==> src/rtl/nibble_serial_adder_pkg.sv <==
// Shared definitions for the nibble-serial adder: FSM encoding, slice width
// and the nibble-counter width helper.
package nibble_serial_adder_pkg;

  localparam int NIBBLE_W = 4;

  typedef enum logic [1:0] {
    IDLE = 2'd0,
    RUN  = 2'd1,
    DONE = 2'd2
  } state_t;

  // clog2 of the nibble count, floored at one bit so WIDTH=4 still has a counter
  function automatic int cnt_width(input int nibbles);
    return (nibbles > 1) ? $clog2(nibbles) : 1;
  endfunction

endpackage

==> src/rtl/nibble_serial_adder_if.sv <==
// Request/response bundle between a requester (master) and the serial adder (slave).
interface nibble_serial_adder_if #(
  parameter int WIDTH = 16
);

  logic             in_valid;
  logic             in_ready;
  logic [WIDTH-1:0] a;
  logic [WIDTH-1:0] b;
  logic             cin;
  logic             sub;
  logic             out_valid;
  logic             out_ready;
  logic [WIDTH-1:0] sum;
  logic             cout;
  logic             overflow;
  logic             zero;

  modport master (
    output in_valid, a, b, cin, sub, out_ready,
    input  in_ready, out_valid, sum, cout, overflow, zero
  );

  modport slave (
    input  in_valid, a, b, cin, sub, out_ready,
    output in_ready, out_valid, sum, cout, overflow, zero
  );

endinterface

==> src/rtl/nibble_serial_adder_cla4_slice.sv <==
// Combinational 4-bit carry-lookahead slice; also exposes the carry into bit 3
// so the caller can derive signed overflow on the top nibble.
module cla4_slice
  import nibble_serial_adder_pkg::*;
(
  input  logic [NIBBLE_W-1:0] a,
  input  logic [NIBBLE_W-1:0] b,
  input  logic                cin,
  output logic [NIBBLE_W-1:0] f,
  output logic                cout,
  output logic                c3
);

  logic [NIBBLE_W-1:0] p;
  logic [NIBBLE_W-1:0] g;
  logic [NIBBLE_W:0]   c;

  generate
    for (genvar gi = 0; gi < NIBBLE_W; gi++) begin : g_bit
      assign p[gi] = a[gi] | b[gi];
      assign g[gi] = a[gi] & b[gi];
      assign f[gi] = a[gi] ^ b[gi] ^ c[gi];
    end
  endgenerate

  // Every carry is a flat sum of products of g/p and cin, no rippling
  assign c[0] = cin;
  assign c[1] = g[0] | (p[0] & cin);
  assign c[2] = g[1] | (p[1] & g[0]) | (p[1] & p[0] & cin);
  assign c[3] = g[2] | (p[2] & g[1]) | (p[2] & p[1] & g[0])
              | (p[2] & p[1] & p[0] & cin);
  assign c[4] = g[3] | (p[3] & g[2]) | (p[3] & p[2] & g[1])
              | (p[3] & p[2] & p[1] & g[0]) | (p[3] & p[2] & p[1] & p[0] & cin);

  assign cout = c[4];
  assign c3   = c[3];

endmodule

==> src/rtl/nibble_serial_adder.sv <==
// WIDTH-bit add/subtract computed one nibble per clock through a single
// cla4_slice, with the inter-nibble carry held in a register.
module nibble_serial_adder
  import nibble_serial_adder_pkg::*;
#(
  parameter int WIDTH = 16
) (
  input logic                 clk,
  input logic                 rst,
  nibble_serial_adder_if.slave bus
);

  localparam int NIBBLES = WIDTH / NIBBLE_W;
  localparam int CNT_W   = cnt_width(NIBBLES);

  state_t           state_reg, state_next;
  logic [CNT_W-1:0] cnt_reg, cnt_next;
  logic             carry_reg, carry_next;
  logic [WIDTH-1:0] a_sh_reg, a_sh_next;
  logic [WIDTH-1:0] b_sh_reg, b_sh_next;
  logic [WIDTH-1:0] sum_reg, sum_next;
  logic             cout_reg, cout_next;
  logic             ovf_reg, ovf_next;
  logic             zero_reg, zero_next;

  logic [NIBBLE_W-1:0] slice_f;
  logic                slice_cout;
  logic                slice_c3;

  cla4_slice u_slice (
    .a    (a_sh_reg[NIBBLE_W-1:0]),
    .b    (b_sh_reg[NIBBLE_W-1:0]),
    .cin  (carry_reg),
    .f    (slice_f),
    .cout (slice_cout),
    .c3   (slice_c3)
  );

  always_ff @(posedge clk) begin
    if (rst) begin
      state_reg <= IDLE;
      cnt_reg   <= '0;
      carry_reg <= 1'b0;
      a_sh_reg  <= '0;
      b_sh_reg  <= '0;
      sum_reg   <= '0;
      cout_reg  <= 1'b0;
      ovf_reg   <= 1'b0;
      zero_reg  <= 1'b0;
    end else begin
      state_reg <= state_next;
      cnt_reg   <= cnt_next;
      carry_reg <= carry_next;
      a_sh_reg  <= a_sh_next;
      b_sh_reg  <= b_sh_next;
      sum_reg   <= sum_next;
      cout_reg  <= cout_next;
      ovf_reg   <= ovf_next;
      zero_reg  <= zero_next;
    end
  end

  always_comb begin
    state_next = state_reg;
    cnt_next   = cnt_reg;
    carry_next = carry_reg;
    a_sh_next  = a_sh_reg;
    b_sh_next  = b_sh_reg;
    sum_next   = sum_reg;
    cout_next  = cout_reg;
    ovf_next   = ovf_reg;
    zero_next  = zero_reg;

    case (state_reg)
      IDLE: begin
        if (bus.in_valid) begin
          // Subtraction becomes a + ~b + 1: invert b here, seed the carry with 1
          a_sh_next  = bus.a;
          b_sh_next  = bus.sub ? ~bus.b : bus.b;
          carry_next = bus.sub ? 1'b1 : bus.cin;
          cnt_next   = '0;
          state_next = RUN;
        end
      end
      RUN: begin
        a_sh_next  = a_sh_reg >> NIBBLE_W;
        b_sh_next  = b_sh_reg >> NIBBLE_W;
        sum_next   = (sum_reg >> NIBBLE_W) | (WIDTH'(slice_f) << (WIDTH - NIBBLE_W));
        carry_next = slice_cout;
        cnt_next   = cnt_reg + 1'b1;
        if (cnt_reg == CNT_W'(NIBBLES - 1)) begin
          cout_next  = slice_cout;
          ovf_next   = slice_c3 ^ slice_cout;
          zero_next  = (sum_next == '0);
          state_next = DONE;
        end
      end
      DONE: begin
        if (bus.out_ready) begin
          state_next = IDLE;
        end
      end
      default: state_next = IDLE;
    endcase
  end

  assign bus.in_ready  = (state_reg == IDLE);
  assign bus.out_valid = (state_reg == DONE);
  assign bus.sum       = sum_reg;
  assign bus.cout      = cout_reg;
  assign bus.overflow  = ovf_reg;
  assign bus.zero      = zero_reg;

endmodule
==> src/flat_wrapper.sv <==
// flat-port wrapper written by rule: the top's interface ports become plain ports
module nibble_serial_adder_flat import nibble_serial_adder_pkg::*;
#(
  parameter int WIDTH = 16
)
  (clk, rst, bus_in_valid, bus_a, bus_b, bus_cin, bus_sub, bus_out_ready, bus_in_ready, bus_out_valid, bus_sum, bus_cout, bus_overflow, bus_zero);
  nibble_serial_adder_if #(.WIDTH(WIDTH)) bus_i ();
  input logic clk;
  input logic rst;
  input wire logic [$bits(bus_i.in_valid)-1:0] bus_in_valid;
  input wire logic [$bits(bus_i.a)-1:0] bus_a;
  input wire logic [$bits(bus_i.b)-1:0] bus_b;
  input wire logic [$bits(bus_i.cin)-1:0] bus_cin;
  input wire logic [$bits(bus_i.sub)-1:0] bus_sub;
  input wire logic [$bits(bus_i.out_ready)-1:0] bus_out_ready;
  output wire logic [$bits(bus_i.in_ready)-1:0] bus_in_ready;
  output wire logic [$bits(bus_i.out_valid)-1:0] bus_out_valid;
  output wire logic [$bits(bus_i.sum)-1:0] bus_sum;
  output wire logic [$bits(bus_i.cout)-1:0] bus_cout;
  output wire logic [$bits(bus_i.overflow)-1:0] bus_overflow;
  output wire logic [$bits(bus_i.zero)-1:0] bus_zero;
  assign bus_i.in_valid = bus_in_valid;
  assign bus_i.a = bus_a;
  assign bus_i.b = bus_b;
  assign bus_i.cin = bus_cin;
  assign bus_i.sub = bus_sub;
  assign bus_i.out_ready = bus_out_ready;
  assign bus_in_ready = bus_i.in_ready;
  assign bus_out_valid = bus_i.out_valid;
  assign bus_sum = bus_i.sum;
  assign bus_cout = bus_i.cout;
  assign bus_overflow = bus_i.overflow;
  assign bus_zero = bus_i.zero;
  nibble_serial_adder #(.WIDTH(WIDTH)) u_core (.clk(clk), .rst(rst), .bus(bus_i));
endmodule
==> config.mk <==
export PLATFORM = sky130hd
export DESIGN_NAME = nibble_serial_adder_flat
export DESIGN_NICKNAME = d
export VERILOG_FILES = /design/src/rtl/nibble_serial_adder_pkg.sv /design/src/rtl/nibble_serial_adder_if.sv /design/src/rtl/nibble_serial_adder_cla4_slice.sv /design/src/rtl/nibble_serial_adder.sv /design/src/flat_wrapper.sv
export SDC_FILE = /design/constraint.sdc
export NUM_CORES = 1
export LEC_CHECK = 0
export CAP_MARGIN = 10
export CORE_UTILIZATION = 51
export DETAILED_ROUTE_END_ITERATION = 8
export PLACE_DENSITY = 0.8
export SETUP_SLACK_MARGIN = 0.4
export SLEW_MARGIN = 15
export SYNTH_ARGS = -nofsm -noshare
export SYNTH_HDL_FRONTEND = slang
export SYNTH_HIERARCHICAL = 1
export SYNTH_SLANG_ARGS = --single-unit
==> constraint.sdc <==
create_clock -name clk -period 2.25 [get_ports clk]
set_clock_uncertainty 0.05 [all_clocks]
set_input_delay 0.45 -clock clk [delete_from_list [all_inputs] [get_ports clk]]
set_output_delay 0.45 -clock clk [all_outputs]
set_load 0.02 [all_outputs]
== Word-level counts from Yosys, hierarchy flattened ==
Index checks and enable logic that the tools add are counted.

* Bits in registers: 56
* Input bits: 38
* Logic and storage cells: 81

* Add/sub/neg operators: 1
* Eq/ne operators: 6
* Muxes and demuxes: 14
* Bitwise logic cells: 45
* Reductions and logical operators: 6

{| class="wikitable"
|+ Operator list
! cell !! count
|-
| 16-bit case mux with 2 select lines || 2
|-
| 16-bit two-way mux || 3
|-
| 1-bit AND || 20
|-
| 16-bit zero test || 1
|-
| 16-bit NOT || 1
|-
| 12-bit by 16-bit bitwise OR with 16-bit output || 1
|-
| 1-bit bitwise OR || 14
|-
| 1-bit bitwise XOR || 9
|-
| 2-bit two-way mux || 4
|-
| 2-bit case mux with 3 select lines || 1
|-
| 2-bit == test, second input constant || 2
|-
| 2-bit != test, second input constant || 2
|-
| 2-bit case mux with 2 select lines || 1
|-
| 2-bit AND reduction || 2
|-
| 3-bit AND reduction || 1
|-
| 2-bit by 1-bit adder with 2-bit output, second input constant || 1
|-
| 2-bit by 1-bit == test with 1-bit output, second input constant || 1
|-
| 2-bit zero test || 1
|-
| 1-bit two-way mux || 2
|-
| 2-bit by 1-bit != test with 1-bit output, second input constant || 1
|-
| 1-bit case mux with 2 select lines || 1
|-
| 2-bit nonzero test || 1
|}

== Logic depth before layout (Yosys ltp) ==
* Word-level depth: 8
* Mapped depth: 8
* Mapped depth without buffers: 8

== Modules after synthesis ==
The synthesis kept the hierarchy.

{| class="wikitable"
|+ Modules (own cells, without submodules)
! module !! instances !! cells each !! area each (µm²) !! sequential area each (µm²)
|-
| nibble_serial_adder || 1 || 283 || 2,507.4 || 1,121.1
|-
| cla4_slice || 1 || 39 || 309.0 || 0.0
|}

== Worst setup path after synthesis ==
OpenSTA, ideal clock, no wires.

* Path type: register to register
* From: register u_core.a_sh_reg[0]
* To: register u_core.carry_reg
* Library setup time: 0.132 ns
* Data arrival time: 1.648 ns
* Data required time: 2.068 ns
* Setup slack: 0.420 ns
* Cell stages (with the launch flop): 9
* Buffers on the path: 0
* Clock period less this slack: 1.830 ns
* Path through: dfxtp_1 -> inv_1 -> ha_1 -> nor2b_4 -> o21ai_1 -> a31oi_1 -> or3b_2 -> o311ai_1 -> a21oi_1

* Cells in the longest elaborated chain, start to end: 5

{| class="wikitable"
|+ Ends and longest elaborated chain
! element !! line !! RTL
|-
| from (decl) || nibble_serial_adder.sv:19 || <nowiki>logic [WIDTH-1:0] a_sh_reg, a_sh_next;</nowiki>
|-
| from (signal assigned) || nibble_serial_adder.sv:54 || <nowiki>a_sh_reg <= a_sh_next;</nowiki>
|-
| 1-bit AND / 1-bit bitwise OR (equally long branches) || nibble_serial_adder_cla4_slice.sv:21, nibble_serial_adder_cla4_slice.sv:20 ||
|-
| 1-bit AND || nibble_serial_adder_cla4_slice.sv:33 || <nowiki>| (p[3] & p[2] & p[1] & g[0]) | (p[3] & p[2] & p[1] & p[0] & cin);</nowiki>
|-
| 1-bit bitwise OR / 1-bit AND (equally long branches) || nibble_serial_adder_cla4_slice.sv:33 ||
|-
| 1-bit bitwise OR (*) || nibble_serial_adder_cla4_slice.sv:33 ||
|-
| net u_core.slice_cout || nibble_serial_adder.sv:27 || <nowiki>logic slice_cout;</nowiki>
|-
| 1-bit case mux with 2 select lines (*) || nibble_serial_adder.sv:74 || <nowiki>case (state_reg)</nowiki>
|-
| to (signal assigned) || nibble_serial_adder.sv:53 || <nowiki>carry_reg <= carry_next;</nowiki>
|-
| to (decl) || nibble_serial_adder.sv:18 || <nowiki>logic carry_reg, carry_next;</nowiki>
|}

Mark *: on every way through the listed nets, which the timed path passes. The rest lies on a longest branch.
A chain may end at the register's enable or synchronous reset.

== Worst setup path after layout ==
* From: register u_core.sum_reg[15], in the netlist u_core/bus.sum[15]
* To: output bus_sum[15]

{| class="wikitable"
|+ RTL lines
! element !! line !! RTL
|-
| from (decl) || nibble_serial_adder.sv:21 || <nowiki>logic [WIDTH-1:0] sum_reg, sum_next;</nowiki>
|-
| from (signal assigned) || nibble_serial_adder.sv:56 || <nowiki>sum_reg <= sum_next;</nowiki>
|-
| to (decl) || flat_wrapper.sv:18 || <nowiki>output wire logic [$bits(bus_i.sum)-1:0] bus_sum;</nowiki>
|}

No word-level cell between the ends.

==> results.md <==
* Sw Share at 27.3%
* Final Power at 0.00211 W
* Residual DRC at 0
* Total Wirelength at 5910 um
* Setup TNS at 0 ns
* Router iterations before antenna repair at 4
* Die Footprint at 0.00582 mm2
* Clock share of power at 26.4%
* Outcome: complete, no violations
* Area growth syn-to-layout at 27.4%
* Initial DRC Count at 98
* Clock latency at the later pin of the worst-skew pair at 0.30 ns
* Pwr dens at 587 mW/mm2
* Buffers and inverters on the worst path at 1
* Number of endpoints failing setup at the final stage at 0
* Worst Path Required at 1.75 ns
* Net load switching power at 0.000575 W
* Initial core utilization at 54.1%
* CTS tree: built
* Unique masters post-synth at 43
* CP max-delay cell: clkdlybuf4s50_1
* Synth warnings at 6
* HPWL after detailed placement at 4170 um
* DR vias/cell at 5.30
* CP Launch Type: flip-flop
* Antenna violations before repair at 0
* Number of I/O port buffers at 58
* Clk root buf: clkbuf_8
* Ranking of synthesized cells by area: dfxtp_1 (40%), a21oi_1 (5.9%), a22oi_1 (5.6%)
* #FFs+latches synth at 56
* Clock buffer depth at 2
* Async SR Flop Fraction at 0%
* First-pass GRT wire length at 10,000 um
* Combinational share of power at 21.5%
* Post-route minimum period at 1.80 ns
* CTS Sinks at 56
* CTS buffer count at 5
* Critical path type: flip-flop to output pin
* Max Fclk at 555 MHz
* Fill cells at 443
* Peak supply drop at 0.362 mV
* Pin count of the biggest net entering global routing at 42
* Worst slew pin tran at 0.492 ns
* Flop pwr share at 52.1%
* Normalized max-slew margin at 67.2%
* Row cnt at 26
* Number of global-route vias before repair at 2,153
* Avg WL per Cell at 13.3 um
* Max-cap violations at 0
* Mapped Nets at 371
* Die width at 76.3 um
* Final ANT Viol Nets at 0
* Die Ht at 76.3 um
* CP arrival at 1.30 ns
* CTS H-tree lvls at 2
* CP Max Fanout at 4
* Cells after synthesis at 322
* CP Cell Sequence: clkdlybuf4s50_1
* Synth top area share at 39.8%
* Max Slew Vio Count at 0
* Int Pwr at 0.00153 W
* Synth cell count leaders: dfxtp_1 (56), nand2_1 (35), a21oi_1 (33), nor2_1 (27), a22oi_1 (21)
* Post-synth EDFFs at 0
* Gpl congestion at 0.806
* CP Capture Type: output pin
* Tcrit/Tclk final at 80.1%
* Delay-heaviest family, CP: buffers and inverters
* Ys flop type: dfxtp_1
* Antenna cells at 0
* Total track usage at 21.1%
* Sequential area share after synthesis at 39.8%
* Vias at 2,355
* Hold WS at 0.415 ns
* Hold Crit Class: flip-flop to flip-flop
* Leak pwr at 1.55 nW
* Synth Area per Inst at 8.75 um2
* Nets at 422
* Count leader, synth: dfxtp_1
* Share of layout cells above drive strength 1 at 11.5%
* Max incr delay on CP at 0.62 ns
* Clk slew on worst S/H paths at 0.09 ns
* Gr ovfl total at 0
* Core area at 0.00520 mm2
* Post-Synthesis Cell Area at 0.00282 mm2
* RSZ-0062 raised after global routing: true
* Fin. Hold Viols at 0
* Yosys top cell by area: dfxtp_1
* I/O pins at 59
==> metrics by stage <==
step,setup WS (ns),std cells,utilization [%],instance area (um2)
CTS,0.397,444,67.9,3530
global route,0.389,444,68.9,3590
finish,0.447,444,68.9,3590
detailed placement,0.163,436,65.6,3410
floorplan,0.420,322,-,2820
global placement,0.221,436,65.6,3410
==> what timing repair did <==
item,CTS,global route
gates cloned,0,0
gates resized for setup,15,18
endpoints found under the setup margin,7,15
pin swaps,3,2
hold buffers,0,0
setup buffers,0,0
==> cell type report <==
type                       instances  area, um2  share of cell area (%)
tap                               70       87.6                    2.44
inverter                          14       52.6                    1.46
sequential                        56       1130                    31.5
multi-input combinational        228       1550                    43.3
clock buffer                       8       90.1                    2.51
timing repair buffer              68        673                    18.8
==> logic make-up after synthesis <==
group	count (synthesis)	share of synthesized area [%]
simple gates	121	23.5
compound gates	75	17.9
flops	56	39.8
buf+inv	38	7.02
xor+xnor	19	5.91
fa+ha+maj	11	5.15
mux	2	0.711
==> worst paths after layout <==
check        slack, ns                 to          startpoint  cells after the start
min               0.41  u_core/bus.sum[0]   u_core/bus.sum[0]                      2
max reg2reg       0.50    u_core/bus.zero  u_core/a_sh_reg[0]                      5
max               0.45        bus_sum[15]  u_core/bus.sum[15]                      1
min reg2reg       0.41  u_core/bus.sum[0]   u_core/bus.sum[0]                      2
==> cell usage in the layout (no fill, tap or decap), types with 9 or more instances in the layout <==
cell type and count:
nand2b_1 14, buf_4 10, o2bb2ai_1 12, clkdlybuf4s50_1 45
dfxtp_1 52, nor3_1 12, a22oi_1 21, dlymetal6s2s_1 9
inv_1 12, nand2_1 35, or3b_1 12, a21oi_1 33
xor2_1 17, nor2_1 27
==> worst min-delay path, stage by stage, from the launching register on <==
cell     delay, ns
dfxtp_1       0.32
nand2_1       0.05
a21oi_1       0.05
==> power by group through the flow <==
stage / Sequential, W / Clock (W) / Combinational [W]
floorplan: 0.00111 / 0 / 0.000296
global placement: 0.00112 / 0 / 0.000425
detailed placement: 0.00112 / 0 / 0.000437
CTS: 0.00110 / 0.000567 / 0.000447
global route: 0.00111 / 0.000625 / 0.000504
finish: 0.00110 / 0.000557 / 0.000454
==> metal layers <==
layer | part of all wire [%] | track usage, %
met5 | 0 | 0
met2 | 48 | 33.9
met3 | 4.4 | 4.07
met4 | 1.5 | 7.50
met1 | 46 | 28.2
(Power assumes the default switching activity.)
